<file path="src/rtl/reaction_pkg.sv">
// Shared definitions for the reaction-time game core: screen codes,
// FSM state type, PRNG constants and the score saturation helper.
package reaction_pkg;

   localparam logic [2:0] SCR_IDLE    = 3'd0;
   localparam logic [2:0] SCR_WAIT    = 3'd1;
   localparam logic [2:0] SCR_GO      = 3'd2;
   localparam logic [2:0] SCR_RESULT  = 3'd3;
   localparam logic [2:0] SCR_SUMMARY = 3'd4;
   localparam logic [2:0] SCR_FALSE   = 3'd5;

   // State encodings equal the screen codes so the state register drives the screen directly.
   typedef enum logic [2:0] {
      ST_IDLE    = SCR_IDLE,
      ST_WAIT    = SCR_WAIT,
      ST_GO      = SCR_GO,
      ST_RESULT  = SCR_RESULT,
      ST_SUMMARY = SCR_SUMMARY,
      ST_FALSE   = SCR_FALSE
   } state_e;

   // 8-bit Fibonacci LFSR, polynomial x^8+x^6+x^5+x^4+1 (taps on bits 7,5,4,3).
   localparam logic [7:0] LFSR_SEED = 8'hA5;
   localparam logic [7:0] LFSR_TAPS = 8'hB8;

   function automatic logic [7:0] lfsr_next(input logic [7:0] cur);
      return {cur[6:0], ^(cur & LFSR_TAPS)};
   endfunction

   // Largest value representable in a w-bit score.
   function automatic int unsigned SCORE_SAT(input int unsigned w);
      return (32'd1 << w) - 32'd1;
   endfunction

endpackage

</file>
<file path="src/rtl/reaction_ms_timer.sv">
// Millisecond prescaler plus a loadable counter shared by the WAIT countdown
// and the GO reaction measurement. load_i clears the prescaler, so the first
// tick after a load lands CYCLES_PER_MS cycles later.
module reaction_ms_timer #(
   parameter int          CYCLES_PER_MS = 50000,
   parameter int          CNT_W         = 14,
   parameter int unsigned SAT_VAL       = 16383
) (
   input  logic             clk,
   input  logic             rst_n,
   input  logic             load_i,
   input  logic [CNT_W-1:0] load_val_i,
   input  logic             down_i,
   output logic             tick_o,
   output logic [CNT_W-1:0] count_o
);

   localparam int               PRE_W    = (CYCLES_PER_MS > 1) ? $clog2(CYCLES_PER_MS) : 1;
   localparam logic [PRE_W-1:0] PRE_LAST = PRE_W'(CYCLES_PER_MS - 1);
   localparam logic [CNT_W-1:0] CNT_SAT  = CNT_W'(SAT_VAL);

   logic [PRE_W-1:0] pre_q, pre_d;
   logic [CNT_W-1:0] cnt_q, cnt_d;

   assign tick_o  = (pre_q == PRE_LAST);
   assign count_o = cnt_q;

   // Next prescaler/counter value: count down to 0 or up to saturation on each tick.
   always_comb begin
      pre_d = tick_o ? '0 : pre_q + PRE_W'(1);
      cnt_d = cnt_q;
      if (tick_o) begin
         if (down_i) begin
            if (cnt_q != '0) cnt_d = cnt_q - CNT_W'(1);
         end else begin
            if (cnt_q != CNT_SAT) cnt_d = cnt_q + CNT_W'(1);
         end
      end
      if (load_i) begin
         pre_d = '0;
         cnt_d = load_val_i;
      end
   end

   // Prescaler and counter registers.
   always_ff @(posedge clk or negedge rst_n) begin
      if (!rst_n) begin
         pre_q <= '0;
         cnt_q <= '0;
      end else begin
         pre_q <= pre_d;
         cnt_q <= cnt_d;
      end
   end

endmodule

</file>
<file path="src/rtl/reaction_multi.sv">
// Multi-round reaction-time game core: random wait, GO, reaction measurement
// in ms, false-start detection, per-game average and best-average high score.
// Optional macro REACTION_FALSE_START_PENALTY_EN: a false start is scored as
// the saturated time instead of being retried.
module reaction_multi
   import reaction_pkg::*;
#(
   parameter int CYCLES_PER_MS = 50000,
   parameter int SCORE_W       = 14,
   parameter int ROUNDS        = 4,
   parameter int MIN_DELAY_MS  = 1000,
   parameter int DELAY_STEP_MS = 8
) (
   input  logic                     clk,
   input  logic                     iReset,
   input  logic                     spacePressed,
   input  logic                     onePressed,
   output logic [2:0]               screen,
   output logic [$clog2(ROUNDS):0]  roundIdx,
   output logic [SCORE_W-1:0]       currentScore,
   output logic [SCORE_W-1:0]       averageScore,
   output logic [SCORE_W-1:0]       highScore,
   output logic                     falseStart
);

   localparam int          LOG2R   = $clog2(ROUNDS);
   localparam int          RIDX_W  = LOG2R + 1;
   localparam int          SUM_W   = SCORE_W + LOG2R;
   localparam int unsigned SAT     = SCORE_SAT(SCORE_W);
   localparam int          DLY_MAX = MIN_DELAY_MS + 255 * DELAY_STEP_MS;
   localparam int          DLY_W   = $clog2(DLY_MAX + 1);
   localparam int          CNT_W   = (DLY_W > SCORE_W) ? DLY_W : SCORE_W;

   localparam logic [SCORE_W-1:0] SCORE_MAX  = SCORE_W'(SAT);
   localparam logic [CNT_W-1:0]   CNT_SAT_M1 = CNT_W'(SAT - 1);

   logic [1:0]         rst_sync_q;
   logic               rst_n;
   logic [7:0]         lfsr_q;
   state_e             state_q, state_d;
   logic [RIDX_W-1:0]  round_q, round_d;
   logic [SUM_W-1:0]   sum_q, sum_d, sum_fin;
   logic [SCORE_W-1:0] cur_q, cur_d;
   logic [SCORE_W-1:0] avg_q, avg_d, avg_new;
   logic [SCORE_W-1:0] high_q, high_d;
   logic               advance;
   logic               tick;
   logic [CNT_W-1:0]   cnt;
   logic [CNT_W-1:0]   dly_val;

   // Reset synchronizer: asserts immediately, releases two clocks after iReset rises.
   always_ff @(posedge clk or negedge iReset) begin
      if (!iReset) rst_sync_q <= '0;
      else         rst_sync_q <= {rst_sync_q[0], 1'b1};
   end
   assign rst_n = rst_sync_q[1];

   // Free-running PRNG that supplies the random part of each wait.
   always_ff @(posedge clk or negedge rst_n) begin
      if (!rst_n) lfsr_q <= LFSR_SEED;
      else        lfsr_q <= lfsr_next(lfsr_q);
   end

   assign dly_val = CNT_W'(MIN_DELAY_MS + int'(lfsr_q) * DELAY_STEP_MS);

   reaction_ms_timer #(
      .CYCLES_PER_MS (CYCLES_PER_MS),
      .CNT_W         (CNT_W),
      .SAT_VAL       (SAT)
   ) u_timer (
      .clk        (clk),
      .rst_n      (rst_n),
      .load_i     (state_d != state_q),
      .load_val_i ((state_d == ST_WAIT) ? dly_val : '0),
      .down_i     (state_q == ST_WAIT),
      .tick_o     (tick),
      .count_o    (cnt)
   );

   // Game FSM next state plus score accumulation and high-score update.
   always_comb begin
      state_d = state_q;
      round_d = round_q;
      sum_d   = sum_q;
      cur_d   = cur_q;
      avg_d   = avg_q;
      high_d  = high_q;
      sum_fin = sum_q;
      avg_new = '0;
      advance = 1'b0;

      if (onePressed) begin
         state_d = ST_IDLE;
         round_d = '0;
         sum_d   = '0;
         cur_d   = '0;
      end else begin
         case (state_q)
            ST_IDLE, ST_SUMMARY: begin
               if (spacePressed) begin
                  state_d = ST_WAIT;
                  round_d = '0;
                  sum_d   = '0;
               end
            end
            ST_WAIT: begin
               if (spacePressed)                    state_d = ST_FALSE;
               else if (tick && cnt <= CNT_W'(1))   state_d = ST_GO;
            end
            ST_GO: begin
               if (spacePressed) begin
                  cur_d   = cnt[SCORE_W-1:0];
                  sum_fin = sum_q + SUM_W'(cnt[SCORE_W-1:0]);
                  sum_d   = sum_fin;
                  state_d = ST_RESULT;
               end else if (tick && cnt == CNT_SAT_M1) begin
                  cur_d   = SCORE_MAX;
                  sum_fin = sum_q + SUM_W'(SCORE_MAX);
                  sum_d   = sum_fin;
                  state_d = ST_RESULT;
               end
            end
            ST_RESULT: begin
               if (spacePressed) advance = 1'b1;
            end
            ST_FALSE: begin
               if (spacePressed) begin
`ifdef REACTION_FALSE_START_PENALTY_EN
                  cur_d   = SCORE_MAX;
                  sum_fin = sum_q + SUM_W'(SCORE_MAX);
                  sum_d   = sum_fin;
                  advance = 1'b1;
`else
                  state_d = ST_WAIT;
`endif
               end
            end
            default: state_d = ST_IDLE;
         endcase

         if (advance) begin
            if (round_q < RIDX_W'(ROUNDS - 1)) begin
               round_d = round_q + RIDX_W'(1);
               state_d = ST_WAIT;
            end else begin
               avg_new = SCORE_W'(sum_fin >> LOG2R);
               avg_d   = avg_new;
               if (avg_new != '0 && (high_q == '0 || avg_new < high_q)) high_d = avg_new;
               state_d = ST_SUMMARY;
            end
         end
      end
   end

   // FSM and score registers.
   always_ff @(posedge clk or negedge rst_n) begin
      if (!rst_n) begin
         state_q <= ST_IDLE;
         round_q <= '0;
         sum_q   <= '0;
         cur_q   <= '0;
         avg_q   <= '0;
         high_q  <= '0;
      end else begin
         state_q <= state_d;
         round_q <= round_d;
         sum_q   <= sum_d;
         cur_q   <= cur_d;
         avg_q   <= avg_d;
         high_q  <= high_d;
      end
   end

   assign screen       = state_q;
   assign roundIdx     = round_q;
   assign currentScore = cur_q;
   assign averageScore = avg_q;
   assign highScore    = high_q;
   assign falseStart   = (state_q == ST_FALSE);

endmodule

</file>
<file path="config.mk">
export PLATFORM = sky130hd
export DESIGN_NAME = reaction_multi
export DESIGN_NICKNAME = d
export VERILOG_FILES = /design/src/rtl/reaction_pkg.sv /design/src/rtl/reaction_ms_timer.sv /design/src/rtl/reaction_multi.sv
export SDC_FILE = /design/constraint.sdc
export NUM_CORES = 1
export LEC_CHECK = 0
export ABC_AREA = 1
export BUFFER_PORTS_ARGS = -buffer_cell sky130_fd_sc_hd__buf_2
export CAP_MARGIN = 40
export CORE_UTILIZATION = 50
export DETAILED_ROUTE_END_ITERATION = 12
export PLACE_DENSITY = 0.71
export SLEW_MARGIN = 0
export SYNTH_ARGS = -nofsm -noshare
export SYNTH_HDL_FRONTEND = slang
export SYNTH_HIERARCHICAL = 1
export SYNTH_SLANG_ARGS = --single-unit
</file>
<file path="constraint.sdc">
create_clock -name clk -period 5.07 [get_ports clk]
set_input_delay 0.507 -clock clk [delete_from_list [all_inputs] [get_ports clk]]
set_output_delay 0.507 -clock clk [all_outputs]
set_load 0.01 [all_outputs]
</file>
==> impl_metrics.json, run 1 <==
{
  "grt_pass1_wl_microns": 34300,
  "max_freq_mhz": 241,
  "p_comb_share_pct": 32.8,
  "worstPathArrival_ps": 4410,
  "path_depth": 25,
  "synthFlopType": "dfrtp_1",
  "final_common_cell": "nand2_1",
  "synth_area_per_cell_sq_um": 6.69,
  "cts.sinks": 104,
  "drtPass1Iterations": 6,
  "htreeDepth": 3,
  "netlist_area_sq_mm": 0.00813,
  "end_kind": "flop",
  "critPathMaxStageDelay_ps": 370,
  "clk_pin_slew_ps": 70,
  "port_buffers": 52,
  "synth_cell_types": 55,
  "antenna_left": 0,
  "async_flop_share_pct": 100,
  "area_delta_synth_final_pct": 9.13,
  "drive_gt1_share_pct": 13.7,
  "cts_resized": 0,
  "wire_per_inst_microns": 13.7,
  "num-nets-final": 1313,
  "die_h_microns": 129,
  "clk_latency_ps": 370,
  "intPower_mw": 1.56,
  "cts-root-buf": "clkbuf_16",
  "crit_family": "simple AND/OR/NAND/NOR gates",
  "critical_path_class": "reg2reg",
  "clock_skew_ps": 11.9,
  "setup_viol": 0,
  "die_area_sq_mm": 0.0168,
  "start_util_pct": 51.2,
  "tns_ps": 0,
  "crit_path_frequent_cell": "nand2_1",
  "start_kind": "flop",
  "path_max_fanout": 23,
  "p_seq_share_pct": 41.5,
  "overflow": 0,
  "synth_top_area_cell": "dfrtp_1",
  "gp_congestion": 0.907,
  "rows": 46,
  "rsz0062_at_grt": "no",
  "fin_crit_sh_pct": 81.9,
  "place_hpwl_microns": 15600,
  "finalHoldViolCount": 0,
  "max_slew.worst_pin.slew_ps": 714,
  "viasPerCell": 5.21,
  "cp_slowest_cell": "dfrtp_1",
  "synth_edf_count": 0,
  "p_sw_mw": 1.09,
  "core_area_sq_mm": 0.0159,
  "slew_violations": 0,
  "fin_ws_ps": 916,
  "post-route-drc-count": 0,
  "worstPathRequired_ps": 5330,
  "first_global_vias": 6889,
  "min_path_type": "reg2async",
  "ys_ff_latch": 104,
  "vdd_ir_drop_max_v": 0.000260,
  "grt_max_degree": 58,
  "numPlacedInstances": 1467,
  "rr_worst_depth": 25,
  "yosysSeqAreaShare_pct": 32.1,
  "die_w_microns": 129,
  "status": "finished, final reports clean",
  "post-place-ws_ps": 926,
  "cts_buffer_depth": 2,
  "yosysTopAreaCellShare_pct": 30.8,
  "p_leak_nw": 4.95,
  "pwr-share-clk_pct": 25.7,
  "ios": 53,
  "fin_crit_ps": 4150,
  "drtIter0Drc": 605,
  "synth_area_leaders": "dfrtp_1 31%, nand2_1 17%, inv_1 7.5%, nand3_1 7.0%, ha_1 6.8%",
  "stdcell_count": 1484,
  "hold_ws_ps": 334,
  "cts_tree": "yes",
  "power_density_mw_per_mm2": 299,
  "netlist_instances": 1215,
  "slew_headroom_pct": 52.4,
  "final_cell_mix": "369 x nand2_1, 163 x inv_1, 130 x nor2_1",
  "routed_wl_microns": 20400,
  "finish.utilization_pct": 55.8,
  "yosys_warnings": 6,
  "vias": 7727,
  "crit_buf_inv": 6,
  "cap_viol_max_count": 0,
  "post-cts-setup-buffer-count": 0,
  "antenna_found_initial": 0,
  "grt_usage_pct": 26.0,
  "numCtsBuffers": 9,
  "switching_share_pct": 41.2,
  "antenna_cells": 0
}
## power by group through the flow
stage / clock, mW / combinational (mW) / sequential, mW
global placement: 0 / 0.848 / 1.12
global route: 0.725 / 1.01 / 1.12
floorplan: 0 / 0.708 / 1.02
detailed placement: 0 / 0.860 / 1.12
finish: 0.682 / 0.869 / 1.10
CTS: 0.699 / 0.865 / 1.10
## registers in the layout (all words and copies together) (netlist names)
signal and flops:
currentScore 14, u_timer/pre_q 16, averageScore 14, sum_q 16, rst_sync_q 2, lfsr_q 8, screen 3, u_timer/count_o 14
roundIdx 3, highScore 14
## cell usage after synthesis (5+ instances only)
cell and number:
nand3_1 114, o21ai_0 35, or2_2 5, clkbuf_1 11, nand4_1 19, a31oi_1 11
xor2_1 10, inv_2 8, buf_2 6, inv_1 163, nor2_1 130, nor3_1 14
nand2_2 32, nand3_2 11, xnor2_1 5, o22ai_1 11, ha_1 44, a21oi_1 38
nand2_1 369, nor2_2 18, dfrtp_1 100
## layout make-up
type                    instances  area [sq um]
multi-input cells             915          4700
clock buffers                  10           239
inverters                     174           681
fillers                      1584          7020
repair buffers                 59           315
flip-flops and latches        104          2610
well taps                     216           270
clock inverters                 6          50.0
## per-layer routing
metal	up-vias	wire, microns	GRT usage, %
li1	3964	-	-
met1	3538	10300	37.8
met2	200	8690	39.8
met3	25	1060	4.58
met4	0	301	7.05
met5	-	0	0
## cell families (layout without fill, tap and decap cells)
kind of cell	count (synthesis)	in the layout	synth area share, %
AND/OR/NAND/NOR	731	731	40.2
buffers and inverters	200	249	10.3
AO/OA/AOI/OAI	117	117	8.42
flip-flops	104	104	32.1
adder cells (fa/ha/maj)	46	46	7.27
XOR/XNOR	15	15	1.62
other	2	6	0.0924
## what timing repair did
action / in CTS / in global routing
endpoints found under the setup margin: 0 / 0
hold endpoints to repair: 2 / 0
hold buffers: 1 / 0
## worst paths after layout
check                                      start                 end  slack, ps
worst max-delay path            u_timer/pre_q[0]  u_timer/count_o[2]        920
worst min-delay path               rst_sync_q[1]     averageScore[0]        330
worst max register to register  u_timer/pre_q[0]  u_timer/count_o[2]        920
worst min register to register     rst_sync_q[1]     averageScore[0]        330
max in group asynchronous          rst_sync_q[1]    u_timer/pre_q[3]       3590
min in group clk                   rst_sync_q[0]       rst_sync_q[1]        350
## stage by stage
step | power [mW] | cell area, sq um
after global placement | 1.97 | 8570
final | 2.65 | 8870
after detailed placement | 1.98 | 8570
after CTS | 2.66 | 8870
after global routing | 2.85 | 8870
after floorplan | 1.72 | 8140
No activity file was read; power rests on OpenSTA's default activity.
==> run 2, diff against run 1 <==
- PLACE_DENSITY: 0.71 -> 0.73
- clock period: 5.07 -> 3.8 ns (I/O delays scaled with it)
==> impl_metrics.json, run 2 (synthesis gave the netlist of run 1 again) <==
{
  "status": "finished, final reports clean",
  "wl_met1_microns": 10200,
  "min_path_type": "reg2async",
  "place_hpwl_microns": 16300,
  "antenna_found_initial": 0,
  "cap_viol_max_count": 0,
  "start_kind": "flop",
  "cts-root-buf": "clkbuf_16",
  "routed_wl_microns": 21400,
  "grt_pass1_wl_microns": 35300,
  "drive_gt1_share_pct": 16.5,
  "antenna_left": 0,
  "fin_crit_ps": 3620,
  "viasPerCell": 5.27,
  "vdd_ir_drop_max_v": 0.000353,
  "top_layer": "met4",
  "clock_skew_ps": 13.2,
  "first_global_vias": 7248,
  "wire_per_inst_microns": 14.2,
  "cts_tree": "yes",
  "power_density_mw_per_mm2": 402,
  "die_h_microns": 129,
  "antenna_cells": 0,
  "numCtsBuffers": 9,
  "port_buffers": 52,
  "final_cell_mix": "368 x nand2_1, 161 x inv_1, 128 x nor2_1",
  "max_slew.worst_pin.slew_ps": 704,
  "area_delta_synth_final_pct": 12.9,
  "die_area_sq_mm": 0.0168,
  "drtIter0Drc": 595,
  "grt_max_degree": 46,
  "overflow": 0,
  "end_kind": "flop",
  "die_w_microns": 129,
  "fin_crit_sh_pct": 95.2,
  "tns_ps": 0,
  "cts.sinks": 104,
  "numPlacedInstances": 1488,
  "clk_latency_ps": 370,
  "post-place-ws_ps": 101,
  "start_util_pct": 51.2,
  "met3_length_microns": 1220,
  "core_area_sq_mm": 0.0159,
  "stdcell_count": 1510,
  "p_total_mw": 3.69,
  "num-nets-final": 1339,
  "rows": 46,
  "cts_buffer_depth": 2,
  "worstPathArrival_ps": 3930,
  "slew_headroom_pct": 53.0,
  "rr_worst_depth": 23,
  "grt_usage_pct": 26.9,
  "final_common_cell": "nand2_1",
  "clk_pin_slew_ps": 80,
  "ios": 53,
  "htreeDepth": 3,
  "path_max_fanout": 9,
  "finalHoldViolCount": 0,
  "max_freq_mhz": 276,
  "fin_ws_ps": 181,
  "reg_top3": "sum_q (16), u_timer/pre_q (16)",
  "slew_violations": 0,
  "worstPathRequired_ps": 4110,
  "setup_viol": 0,
  "p_leak_nw": 5.12,
  "critical_path_class": "reg2reg",
  "drtPass1Iterations": 5,
  "dr_wl_met2_microns": 9590,
  "finish.utilization_pct": 57.7,
  "vias": 7952,
  "post-route-drc-count": 0,
  "gp_congestion": 0.925
}
==> run 2: cell types whose count changed in the layout (fill, tap and decap cells not counted), moves of 2 or more <==
cell and change:
inv_8 +2, inv_1 -2, nand3_2 +3, buf_12 +2
nand3_1 -2, nor2_4 +2, nor2_1 -2, inv_2 +2
buf_4 +22
==> run 2: worst paths after layout <==
path | start | to | slack (ps)
min in group clk | rst_sync_q[0] | rst_sync_q[1] | 370
max in group asynchronous | rst_sync_q[1] | u_timer/pre_q[8] | 2500
max | u_timer/count_o[0] | highScore[9] | 180
max reg2reg | u_timer/count_o[0] | highScore[9] | 180
min | rst_sync_q[1] | roundIdx[0] | 280
min reg2reg | rst_sync_q[1] | roundIdx[0] | 280
==> run 2: per-stage QoR <==
stage | hold slack, ps | cell area, sq um
final | 278 | 9170
after global routing | 317 | 9170
after CTS | 295 | 9040
after detailed placement | 167 | 8750
after global placement | 165 | 8720
after floorplan | 84.4 | 8140
==> run 2: report_power, final <==
part | switching, mW | internal, mW | total (mW)
combinational | 0.889 | 0.515 | 1.40
clock | 0.456 | 0.459 | 0.915
sequential | 0.185 | 1.19 | 1.37
==> run 2: routing by layer <==
layer	up-vias	track usage, %
met5	-	0
met4	0	8.41
met3	32	4.67
met2	244	42.1
met1	3641	38.0
li1	4035	-
==> run 2: timing repair <==
action / CTS / global route
buffers inserted: 0 / 4
hold buffers: 1 / 0
gates resized for setup: 0 / 16
hold endpoints to repair: 2 / 0
endpoints found under the setup margin: 0 / 39
==> run 2: area by class of cell <==
class                           count  area, sq um
Sequential cell                   104         2610
Fill cell                        1585         6710
Tap cell                          216          270
Timing Repair Buffer               84          548
Clock buffer                        9          225
Clock inverter                      7         61.3
Inverter                          174          681
Multi-Input combinational cell    916         4780
==> run 2: worst max-delay path, stage by stage, from the launching register on <==
cell	delay, ps
dfrtp_1	380
ha_2	240
inv_1	60
fa_1	410
inv_2	110
nand3_1	90
nand3_1	170
nand2_1	100
nand3_1	80
nand2_1	50
o21ai_0	160
inv_1	80
nand2_2	110
nand2_4	70
ha_1	170
a21oi_1	140
nor2_1	60
a211oi_1	200
o221a_2	240
nand2_1	60
nand2_2	140
buf_4	210
nand3_1	120
nand2_2	100
